$ cat config.mk
export PLATFORM = sky130hd
export DESIGN_NAME = rhd_seq_ctrl_flat
export DESIGN_NICKNAME = d
export VERILOG_FILES = /design/src/rtl/rhd_seq_ctrl_pkg.sv /design/src/rtl/rhd_seq_ctrl_if.sv /design/src/rtl/rhd_seq_ctrl_cfg_rom.sv /design/src/rtl/rhd_seq_ctrl.sv /design/src/flat_wrapper.sv
export SDC_FILE = /design/constraint.sdc
export NUM_CORES = 1
export LEC_CHECK = 0
export CORE_UTILIZATION = 43
export DETAILED_ROUTE_END_ITERATION = 8
export DONT_BUFFER_PORTS = 1
export PLACE_DENSITY_LB_ADDON = 0.2
export RECOVER_POWER = 50
export SLEW_MARGIN = 0
export SYNTH_ARGS = -nofsm -noshare
export SYNTH_HDL_FRONTEND = slang
export SYNTH_SLANG_ARGS = --single-unit
$ cat constraint.sdc
create_clock -name clk -period 8.48 [get_ports clk]
set_clock_uncertainty 0.15 [all_clocks]
set_input_delay 1.696 -clock clk [delete_from_list [all_inputs] [get_ports clk]]
set_output_delay 1.696 -clock clk [all_outputs]
set_load 0.02 [all_outputs]
$ cat src/rtl/rhd_seq_ctrl_pkg.sv
// Shared types and command encodings for the RHD ADC sequencer.
package rhd_seq_ctrl_pkg;

  typedef enum logic [2:0] {
    ST_PWRUP  = 3'd0,
    ST_CFG    = 3'd1,
    ST_CAL    = 3'd2,
    ST_CALDMY = 3'd3,
    ST_READY  = 3'd4,
    ST_FRAME  = 3'd5
  } main_state_t;

  typedef enum logic [1:0] {
    TX_IDLE  = 2'd0,
    TX_ISSUE = 2'd1,
    TX_GAP   = 2'd2
  } tx_state_t;

  localparam logic [1:0]  OP_CONVERT    = 2'b00;
  localparam logic [1:0]  OP_WRITE      = 2'b10;
  localparam logic [1:0]  OP_READ       = 2'b11;
  localparam logic [5:0]  REG_DUMMY     = 6'h3F;
  localparam logic [15:0] CMD_CALIBRATE = 16'h5500;
  localparam logic [15:0] CMD_DUMMY     = {OP_READ, REG_DUMMY, 8'h00};

  function automatic logic [15:0] cmd_convert(input logic [5:0] ch);
    return {OP_CONVERT, ch, 8'h00};
  endfunction

  function automatic logic [15:0] cmd_write(input logic [13:0] reg_val);
    return {OP_WRITE, reg_val};
  endfunction

endpackage

$ cat src/rtl/rhd_seq_ctrl_if.sv
// SPI master handshake between the sequencer and the SPI shift engine.
interface rhd_seq_ctrl_if;
  logic        fs;
  logic        fd;
  logic        prd;
  logic [15:0] txd;
  logic [15:0] rxd0;
  logic [15:0] rxd1;

  modport master (output fs, txd, input fd, prd, rxd0, rxd1);
  modport slave  (input fs, txd, output fd, prd, rxd0, rxd1);
endinterface

$ cat src/rtl/rhd_seq_ctrl_cfg_rom.sv
// Power-up register configuration ROM: idx -> {reg[5:0], val[7:0]}.
module rhd_seq_ctrl_cfg_rom
  import rhd_seq_ctrl_pkg::*;
#(
  parameter int NUM_CFG = 18
) (
  input  logic [6:0]  idx,
  output logic [13:0] word
);

  logic [7:0] val_s;

  // Register value table; the register address is the table index.
  always_comb begin
    val_s = 8'h00;
    case (idx)
      7'd0:    val_s = 8'hDE;
      7'd1:    val_s = 8'h02;
      7'd2:    val_s = 8'h04;
      7'd3:    val_s = 8'h00;
      7'd4:    val_s = 8'h16;
      7'd5:    val_s = 8'h00;
      7'd6:    val_s = 8'h00;
      7'd7:    val_s = 8'h00;
      7'd8:    val_s = 8'h16;
      7'd9:    val_s = 8'h17;
      7'd10:   val_s = 8'hA8;
      7'd11:   val_s = 8'h00;
      7'd12:   val_s = 8'h10;
      7'd13:   val_s = 8'h7C;
      7'd14:   val_s = 8'hFF;
      7'd15:   val_s = 8'hFF;
      7'd16:   val_s = 8'hFF;
      7'd17:   val_s = 8'hFF;
      default: val_s = 8'h00;
    endcase
  end

  // Entries beyond the configured depth read as zero.
  always_comb begin
    if (idx < 7'(NUM_CFG)) begin
      word = {idx[5:0], val_s};
    end else begin
      word = 14'h0000;
    end
  end

endmodule

$ cat src/rtl/rhd_seq_ctrl.sv
// RHD ADC sequencer: power-up, config, calibration, then per-tick CONVERT frames
// with 2-deep SPI pipeline re-tagging of returned samples.
module rhd_seq_ctrl
  import rhd_seq_ctrl_pkg::*;
#(
  parameter int NUM_CH    = 32,
  parameter int PWRUP_CYC = 1000,
  parameter int NUM_CFG   = 18,
  parameter int CAL_DUMMY = 9
) (
  input  logic                  clk,
  input  logic                  rst,
  input  logic                  enable,
  input  logic                  sample_tick,
  rhd_seq_ctrl_if.master        spi,
  output logic                  smp_valid,
  output logic [5:0]            smp_chan,
  output logic [31:0]           smp_data,
  output logic                  init_done,
  output logic                  busy,
  output logic                  overrun
);

  localparam int              PW         = $clog2(PWRUP_CYC + 1);
  localparam logic [PW-1:0]   PWRUP_LAST = PW'(PWRUP_CYC - 1);
  localparam logic [6:0]      N_CFG      = 7'(NUM_CFG);
  localparam logic [6:0]      N_DMY      = 7'(CAL_DUMMY);
  localparam logic [6:0]      N_CH       = 7'(NUM_CH);
  localparam logic [6:0]      N_FRM      = 7'(NUM_CH + 2);

  main_state_t   state_r, state_s, state_after_s;
  tx_state_t     tx_r, tx_s;
  logic [PW-1:0] pwr_cnt_r, pwr_cnt_s;
  logic [6:0]    cmd_cnt_r, cmd_cnt_s, cmd_total_s;
  logic [15:0]   cmd_word_s;
  logic [13:0]   rom_word_s;
  logic          fs_r, fs_s;
  logic [15:0]   txd_r, txd_s;
  logic          smp_valid_r, smp_valid_s;
  logic [5:0]    smp_chan_r, smp_chan_s;
  logic [31:0]   smp_data_r, smp_data_s;
  logic          init_done_r, init_done_s;
  logic          busy_r, busy_s;
  logic          overrun_r, overrun_s;

  rhd_seq_ctrl_cfg_rom #(.NUM_CFG(NUM_CFG)) u_cfg_rom (
    .idx  (cmd_cnt_r),
    .word (rom_word_s)
  );

  // Per-state command count, successor state and current command word.
  always_comb begin
    cmd_total_s   = 7'd0;
    state_after_s = ST_READY;
    cmd_word_s    = 16'h0000;
    case (state_r)
      ST_CFG: begin
        cmd_total_s   = N_CFG;
        state_after_s = ST_CAL;
        cmd_word_s    = cmd_write(rom_word_s);
      end
      ST_CAL: begin
        cmd_total_s   = 7'd1;
        state_after_s = ST_CALDMY;
        cmd_word_s    = CMD_CALIBRATE;
      end
      ST_CALDMY: begin
        cmd_total_s   = N_DMY;
        state_after_s = ST_READY;
        cmd_word_s    = CMD_DUMMY;
      end
      ST_FRAME: begin
        cmd_total_s   = N_FRM;
        state_after_s = ST_READY;
        if (cmd_cnt_r < N_CH) begin
          cmd_word_s = cmd_convert(cmd_cnt_r[5:0]);
        end else begin
          cmd_word_s = CMD_DUMMY;
        end
      end
      default: begin
        cmd_total_s   = 7'd0;
        state_after_s = ST_READY;
        cmd_word_s    = 16'h0000;
      end
    endcase
  end

  // Main sequencer and transaction engine next-state logic.
  always_comb begin
    state_s     = state_r;
    tx_s        = tx_r;
    pwr_cnt_s   = pwr_cnt_r;
    cmd_cnt_s   = cmd_cnt_r;
    fs_s        = fs_r;
    txd_s       = txd_r;
    smp_valid_s = 1'b0;
    smp_chan_s  = smp_chan_r;
    smp_data_s  = smp_data_r;
    init_done_s = init_done_r;
    overrun_s   = overrun_r | (sample_tick & (state_r != ST_READY));

    case (state_r)
      ST_PWRUP: begin
        if (pwr_cnt_r == PWRUP_LAST) begin
          state_s   = ST_CFG;
          cmd_cnt_s = 7'd0;
        end else begin
          pwr_cnt_s = pwr_cnt_r + PW'(1);
        end
      end
      ST_READY: begin
        if (sample_tick && enable) begin
          state_s   = ST_FRAME;
          cmd_cnt_s = 7'd0;
        end else begin
          state_s = ST_READY;
        end
      end
      ST_CFG, ST_CAL, ST_CALDMY, ST_FRAME: begin
        case (tx_r)
          TX_IDLE: begin
            // Advancing from idle lets a zero-length command state pass straight through.
            if (cmd_cnt_r == cmd_total_s) begin
              state_s   = state_after_s;
              cmd_cnt_s = 7'd0;
              if (state_r == ST_CALDMY) begin
                init_done_s = 1'b1;
              end else begin
                init_done_s = init_done_r;
              end
            end else begin
              fs_s  = 1'b1;
              txd_s = cmd_word_s;
              tx_s  = TX_ISSUE;
            end
          end
          TX_ISSUE: begin
            if (spi.fd) begin
              fs_s      = 1'b0;
              tx_s      = TX_GAP;
              cmd_cnt_s = cmd_cnt_r + 7'd1;
              if (state_r == ST_FRAME && cmd_cnt_r >= 7'd2) begin
                smp_valid_s = 1'b1;
                smp_chan_s  = 6'(cmd_cnt_r - 7'd2);
                smp_data_s  = {spi.rxd1, spi.rxd0};
              end else begin
                smp_valid_s = 1'b0;
              end
            end else begin
              fs_s = 1'b1;
            end
          end
          TX_GAP: begin
            if (spi.prd) begin
              tx_s = TX_IDLE;
            end else begin
              tx_s = TX_GAP;
            end
          end
          default: tx_s = TX_IDLE;
        endcase
      end
      default: state_s = ST_PWRUP;
    endcase

    busy_s = (state_s != ST_READY);
  end

  // State and output registers; reset drops fs immediately and restarts at power-up.
  always_ff @(posedge clk or posedge rst) begin
    if (rst) begin
      state_r     <= ST_PWRUP;
      tx_r        <= TX_IDLE;
      pwr_cnt_r   <= '0;
      cmd_cnt_r   <= 7'd0;
      fs_r        <= 1'b0;
      txd_r       <= 16'h0000;
      smp_valid_r <= 1'b0;
      smp_chan_r  <= 6'd0;
      smp_data_r  <= 32'h0000_0000;
      init_done_r <= 1'b0;
      busy_r      <= 1'b0;
      overrun_r   <= 1'b0;
    end else begin
      state_r     <= state_s;
      tx_r        <= tx_s;
      pwr_cnt_r   <= pwr_cnt_s;
      cmd_cnt_r   <= cmd_cnt_s;
      fs_r        <= fs_s;
      txd_r       <= txd_s;
      smp_valid_r <= smp_valid_s;
      smp_chan_r  <= smp_chan_s;
      smp_data_r  <= smp_data_s;
      init_done_r <= init_done_s;
      busy_r      <= busy_s;
      overrun_r   <= overrun_s;
    end
  end

  assign spi.fs    = fs_r;
  assign spi.txd   = txd_r;
  assign smp_valid = smp_valid_r;
  assign smp_chan  = smp_chan_r;
  assign smp_data  = smp_data_r;
  assign init_done = init_done_r;
  assign busy      = busy_r;
  assign overrun   = overrun_r;

endmodule

$ cat src/flat_wrapper.sv
// flat-port wrapper written by rule: the top's interface ports become plain ports
module rhd_seq_ctrl_flat import rhd_seq_ctrl_pkg::*;
#(
  parameter int NUM_CH    = 32,
  parameter int PWRUP_CYC = 1000,
  parameter int NUM_CFG   = 18,
  parameter int CAL_DUMMY = 9
)
  (clk, rst, enable, sample_tick, smp_valid, smp_chan, smp_data, init_done, busy, overrun, spi_fs, spi_txd, spi_fd, spi_prd, spi_rxd0, spi_rxd1);
  rhd_seq_ctrl_if spi_i ();
  input  logic clk;
  input  logic rst;
  input  logic enable;
  input  logic sample_tick;
  output logic smp_valid;
  output logic [5:0] smp_chan;
  output logic [31:0] smp_data;
  output logic init_done;
  output logic busy;
  output logic overrun;
  output wire logic [$bits(spi_i.fs)-1:0] spi_fs;
  output wire logic [$bits(spi_i.txd)-1:0] spi_txd;
  input wire logic [$bits(spi_i.fd)-1:0] spi_fd;
  input wire logic [$bits(spi_i.prd)-1:0] spi_prd;
  input wire logic [$bits(spi_i.rxd0)-1:0] spi_rxd0;
  input wire logic [$bits(spi_i.rxd1)-1:0] spi_rxd1;
  assign spi_fs = spi_i.fs;
  assign spi_txd = spi_i.txd;
  assign spi_i.fd = spi_fd;
  assign spi_i.prd = spi_prd;
  assign spi_i.rxd0 = spi_rxd0;
  assign spi_i.rxd1 = spi_rxd1;
  rhd_seq_ctrl #(.NUM_CH(NUM_CH), .PWRUP_CYC(PWRUP_CYC), .NUM_CFG(NUM_CFG), .CAL_DUMMY(CAL_DUMMY)) u_core (.clk(clk), .rst(rst), .enable(enable), .sample_tick(sample_tick), .spi(spi_i), .smp_valid(smp_valid), .smp_chan(smp_chan), .smp_data(smp_data), .init_done(init_done), .busy(busy), .overrun(overrun));
endmodule
# Word-level counts from Yosys, hierarchy flattened

Memory sizes are Yosys's and may differ from the RTL's.
Cells that the tools add are included.

Bits in read-only memories: 256
Word-level logic and storage cells: 84
Register bits: 81
Memories kept: 1
Output and inout bits: 59
Bits of input ports: 38

Memories:

| memory           | depth | width | read ports | clocked after memory_dff | wr ports | line                       | RTL |
|---|---|---|---|---|---|---|---|
| (name not given) | 32    | 8     | 1          | 0                        | 0        | rhd_seq_ctrl_cfg_rom.sv:16 | `case (idx)` |

Add/subtract/negate cells: 3
Muxes and demuxes: 28
Magnitude comparators: 3
Reduce and logical (&&, ||, !) cells: 15
Equal/unequal tests: 18
Bitwise logic cells: 4

Operator list:

| cell                    | count |
|---|---|
| $pmux W16 S4            | 1 |
| $mux W7                 | 4 |
| $pmux W6 S4             | 1 |
| $pmux W7 S3             | 1 |
| $mux W16                | 1 |
| $mux W14                | 1 |
| $pmux W7 S2             | 1 |
| $ne A3 B3 Y1 const B    | 4 |
| $add A10 B1 Y10 const B | 1 |
| $eq A10 B10 Y1 const B  | 1 |
| $mux W3                 | 3 |
| $pmux W3 S3             | 1 |
| $reduce_and A3 Y1       | 3 |
| $mux W8                 | 1 |
| $reduce_and A4 Y1       | 2 |
| $add A7 B1 Y7 const B   | 1 |
| $eq A7 B6 Y1            | 1 |
| $ge A7 B2 Y1 const B    | 1 |
| $lt A7 B5 Y1 const B    | 1 |
| $lt A7 B6 Y1 const B    | 1 |
| $mux W1                 | 7 |
| $eq A3 B2 Y1 const B    | 2 |
| $eq A3 B3 Y1 const B    | 2 |
| $mux W2                 | 3 |
| 21 further kinds        | 26 |

# Depth between registers and ports, before layout

Depth in word-level cells: 7
Gate-level depth with buffers: 9
Depth with buffers taken out: 7

# By module

From an unflattened synthesis, not the netlist that was laid out.

Cells, all modules: 384
Area total of the unflattened synthesis: 4003.8 um^2

By module, submodules not included:

| module               | cells an instance | area an instance (um^2) | seq. area each (um^2) | times used |
|---|---|---|---|---|
| rhd_seq_ctrl         | 334               | 3704.8                  | 2026.9                | 1 |
| rhd_seq_ctrl_cfg_rom | 50                | 299.0                   | 0.0                   | 1 |

# Least setup slack after synthesis

No wires, ideal clock.

Kind: in2reg
Start: in spi_fd
End: reg u_core.smp_data_r[0] (netlist: u_core.smp_data[0])
Setup slack: 5427 ps
Path buffers: 1
Arrival time: 2778 ps
Stages on the path: 4
Cell sequence: nand2_1 nor4b_4 buf_6 mux2_2

Cells in the longest elaborated chain, start to end: 1

Ends and longest elaborated chain:

| item                        | line                | RTL |
|---|---|---|
| from (decl)                 | flat_wrapper.sv:23  | `input wire logic [$bits(spi_i.fd)-1:0] spi_fd;` |
| $reduce_and A4 Y1 (no line) | n/a                 |  |
| to (signal assigned)        | rhd_seq_ctrl.sv:194 | `smp_data_r <= smp_data_s;` |
| to (decl)                   | rhd_seq_ctrl.sv:41  | `logic [31:0] smp_data_r, smp_data_s;` |

Every way passes these cells.
A chain may end at the register's enable or synchronous reset.

# Worst setup path after layout

Start: reg u_core.cmd_cnt_r[3]
End: reg u_core.txd_r[14] (netlist: u_core.spi.txd[14])

Cells in the longest elaborated chain, start to end: 3
Elaborated cells on any way between the ends: 6
Those cells by class: order compare (1); eq/ne (1); mux (2); bitwise (1); reduce/logical (1)

Ends and longest elaborated chain:

| item                                                     | line                                    | RTL |
|---|---|---|
| from (decl)                                              | rhd_seq_ctrl.sv:34                      | `logic [6:0] cmd_cnt_r, cmd_cnt_s, cmd_total_s;` |
| from (signal assigned)                                   | rhd_seq_ctrl.sv:189                     | `cmd_cnt_r <= cmd_cnt_s;` |
| $lt A7 B6 Y1 / $eq A7 B6 Y1 (equally long branches)      | rhd_seq_ctrl.sv:75, rhd_seq_ctrl.sv:124 |  |
| $mux W16 / $not A1 Y1 (equally long branches)            | n/a                                     |  |
| $pmux W16 S4 / $reduce_and A3 Y1 (equally long branches) | n/a                                     |  |
| to (signal assigned)                                     | rhd_seq_ctrl.sv:191                     | `txd_r <= txd_s;` |
| to (decl)                                                | rhd_seq_ctrl.sv:38                      | `logic [15:0] txd_r, txd_s;` |

Parallel ways exist; a longest one is shown, timed or not.

==> impl_results.md <==
- Status: finished clean
- Nets: around 390
- Routed Antenna Nets: 0
- Syn_area_per_cell: 11.6 sq um
- First-pass GRT wire length: around 13,000 microns
- Starting Density: between 40% and 50%
- Critical path class: flop to flop
- Die H: between 90 and 100 microns
- Synth Area in XOR/XNOR: between 2 and 2.5%
- Critical Path End Type: flop
- Fin. Hold Viols: 0
- RSZ-0062 raised after global routing: false
- Most used DFF post-synth: dfrtp_1
- Largest net degree at the start of global routing: a little over 80
- Synthesized Nets: 398
- P_leak: roughly 2.0 nW
- Worst slew pin tran: between 0.9 and 1 ns
- Multiplexer area fraction after synthesis: approximately 16%
- WP data required: ~8.6 ns
- Post-CTS sizing: 0
- Fmax: 335 MHz
- Design area: around 4300 sq um
- Clk root buf: clkbuf_8
- Adder-cell share of the synthesized area: around 3.4%
- Die width: a little under 100 microns
- Element type at the critical path start: flop
- Fin Hold WS: between 0.3 and 0.4 ns
- Placement Cell Area: 4100 sq um
- Hold Path Origin: u_core.pwr_cnt_r[9]$_DFFE_PP0P_
- Vias in the first global route: ~2,600
- First-pass DRT Iterations: 6
- HP Class: flop to flop
- Slew Limit Headroom: 33.5%
- Post-layout minimum cycle time: ~3 ns
- Simple-gate share of the synthesized area: 11.8%
- Post-Synthesis Cells: 349
- GRT overflow: 0
- Total global-route track usage: approximately 17%
- Netlist Area Pre-Place: 4070 sq um
- GP Congestion: 0.804
- Sequential element share of the synthesized area: about half
- Drt wl/cell: 17.1 microns
- Layout area overhead: 5.69%
- Detailed Route WL: ~7900 microns
- Synth top area cells: dfrtp_1 (50%), mux2_2 (11%), ha_1 (3.4%), mux2_4 (3.3%), a21oi_1 (3.0%)
- Post-synth top area share: 49.9%
- Yosys Warn Count: 0
- Largest family of logic cells by synthesized area: multiplexers
- Worst path arrival time: between 3 and 4 ns
- Port bufs: 0
- # IOs: 97
- Initial antenna violation count: 0
- Period utilisation layout: around a third
- Hold buffers post-CTS: 0
- Clock Sinks: 81
- Setup TNS: 0 ns
- Diode count: 0
- Max-cap violation count: 0
- Number of distinct library cells after synthesis: 60
- Worst slack, placed: ~5.2 ns
- Vias per inst: 5.51
- Clk slew on worst S/H paths: 0.09 ns
- Drc violations: 0
- Synth Area in Compound Gates: 11.4%
- Layout cells sized above 1: between 20% and 30%
- CTS max path bufs: 2
- First DRT Iteration DRCs: 86
- Ys async rst share: 100%
- Worst skew pair latency: 0.35 ns
- Slew Viols, Final: 0
- Power Total: roughly 690 uW
- Worst Setup Slack, final: 5.49 ns
- Setup Viol. Count Final: 0
- Power Density: 161 nW/um^2
- CP max FO: 24
- Worst setup startpoint: u_core.cmd_cnt_r[3]$_DFFE_PP0P_
- EDFF count, synth: 0
- Die area: slightly below 10,000 sq um
- CTS tree: done
- # rows: 35
- Total CTS buffers: 9
- Core Box Area: approximately 9200 sq um
- Setup repair bufs after CTS: 0
- Synthesized flop and latch total: 81
- Detail Placement HPWL: 5310 microns
- Yosys top cell by area: dfrtp_1
- Htree depth: 3
- Peak supply drop: just over 80 uV
- Via count: 2,527
- Reg2Reg Launch Point: u_core.cmd_cnt_r[3]$_DFFE_PP0P_
placed cells by master (no fill, tap or decap), types with 3 or more instances in the layout:
cell type	instances
mux2_4	9
nand3b_1	3
nor3_1	7
mux2_2	40
a41oi_1	3
mux2i_1	4
o21ai_0	14
a31oi_1	4
inv_1	16
a21o_1	3
nand2b_1	5
clkbuf_8	9
or2_2	3
xor2_1	3
nor2_1	20
inv_6	3
nor2b_1	3
xnor2_1	8
nand3_1	4
nand4_1	4
ha_1	11
dfrtp_1	81
a21oi_1	24
nand2_1	18
final timing paths:
kind	cells past startpoint	slack (ns)	to
max reg2reg	5	5.49	u_core.spi.txd[14]$_DFFE_PP0P_
max in group asynchronous	2	6.15	u_core.spi.txd[9]$_DFFE_PP0P_
max	5	5.49	u_core.spi.txd[14]$_DFFE_PP0P_
min reg2reg	1	0.33	u_core.pwr_cnt_r[9]$_DFFE_PP0P_
min	1	0.33	u_core.pwr_cnt_r[9]$_DFFE_PP0P_
min in group asynchronous	2	1.41	u_core.smp_data[28]$_DFFE_PP0P_
report_power, final:
group | leakage (nW) | switching [mW] | internal, mW
combinational | 0.789 | 0.00786 | 0.00105
sequential | 1.09 | 0.0000000000000000406 | 0.386
clock | 0.104 | 0.154 | 0.142
through the flow:
step | util [%] | instances
finish | 46.7 | 459
global route | 46.7 | 459
CTS | 46.9 | 459
detailed placement | 44.6 | 443
global placement | 44.6 | 443
floorplan | - | 349
cells in the mapped netlist (2+ instances only):
cell type,count
o21a_1,2
a21oi_1,24
nor3_2,2
dfrtp_1,81
o21ai_1,3
nor4_1,2
nand3_1,4
o31ai_1,2
nor2b_1,3
nand3b_1,3
o21ai_0,13
nand2b_1,5
nor2_1,20
mux2i_1,4
inv_1,17
and3_1,2
mux2_4,9
mux2_2,40
mux2_1,2
nor3_1,6
or2_2,3
clkbuf_1,4
o211ai_1,2
xnor2_1,8
nand4_1,4
a31oi_1,4
nand2_1,18
o22ai_1,2
a41oi_1,3
and3b_1,2
buf_6,5
xor2_1,3
a21o_1,3
ha_1,11
buf_2,8
kinds of logic after synthesis:
logic type                 Yosys count
AOI/OAI and AO/OA                   69
muxes                               56
buffers and inverters               36
and+or+nand+nor                     85
DFF                                 81
adders and majority gates           11
xor gates and xnor gates            11
registers in the layout, summed over array words and instances (netlist names):
name / flops
u_core.pwr_cnt_r: 10
u_core.spi.txd: 16
u_core.tx_r: 2
u_core.cmd_cnt_r: 7
u_core.busy: 1
u_core.state_r: 3
u_core.spi.fs: 1
u_core.overrun: 1
u_core.smp_valid: 1
u_core.init_done: 1
u_core.smp_chan: 6
u_core.smp_data: 32
layer usage:
layer	up-vias	wire [microns]	track usage [%]
met4	0	72	5.88
met3	6	369	5.69
met5	-	0	0
met1	1253	3570	20.5
met2	52	3850	27.6
li1	1216	-	-
layout make-up:
| class | instances | area (sq um) |
|---|---|---|
| clock buffers | 9 | 124 |
| clock inverters | 7 | 88.8 |
| fillers | 832 | 4900 |
| inverters | 17 | 65.1 |
| multi-input cells | 232 | 1840 |
| flip-flops and latches | 81 | 2030 |
| well taps | 111 | 139 |
| repair buffers | 2 | 15.0 |
critical path: stages, from the launching register on:
cell	delay (ns)
dfrtp_1	0.75
nor2b_1	0.21
a221oi_1	0.11
or3_1	0.49
o21ai_4	0.73
mux2_2	0.41
(Power assumes the default switching activity.)
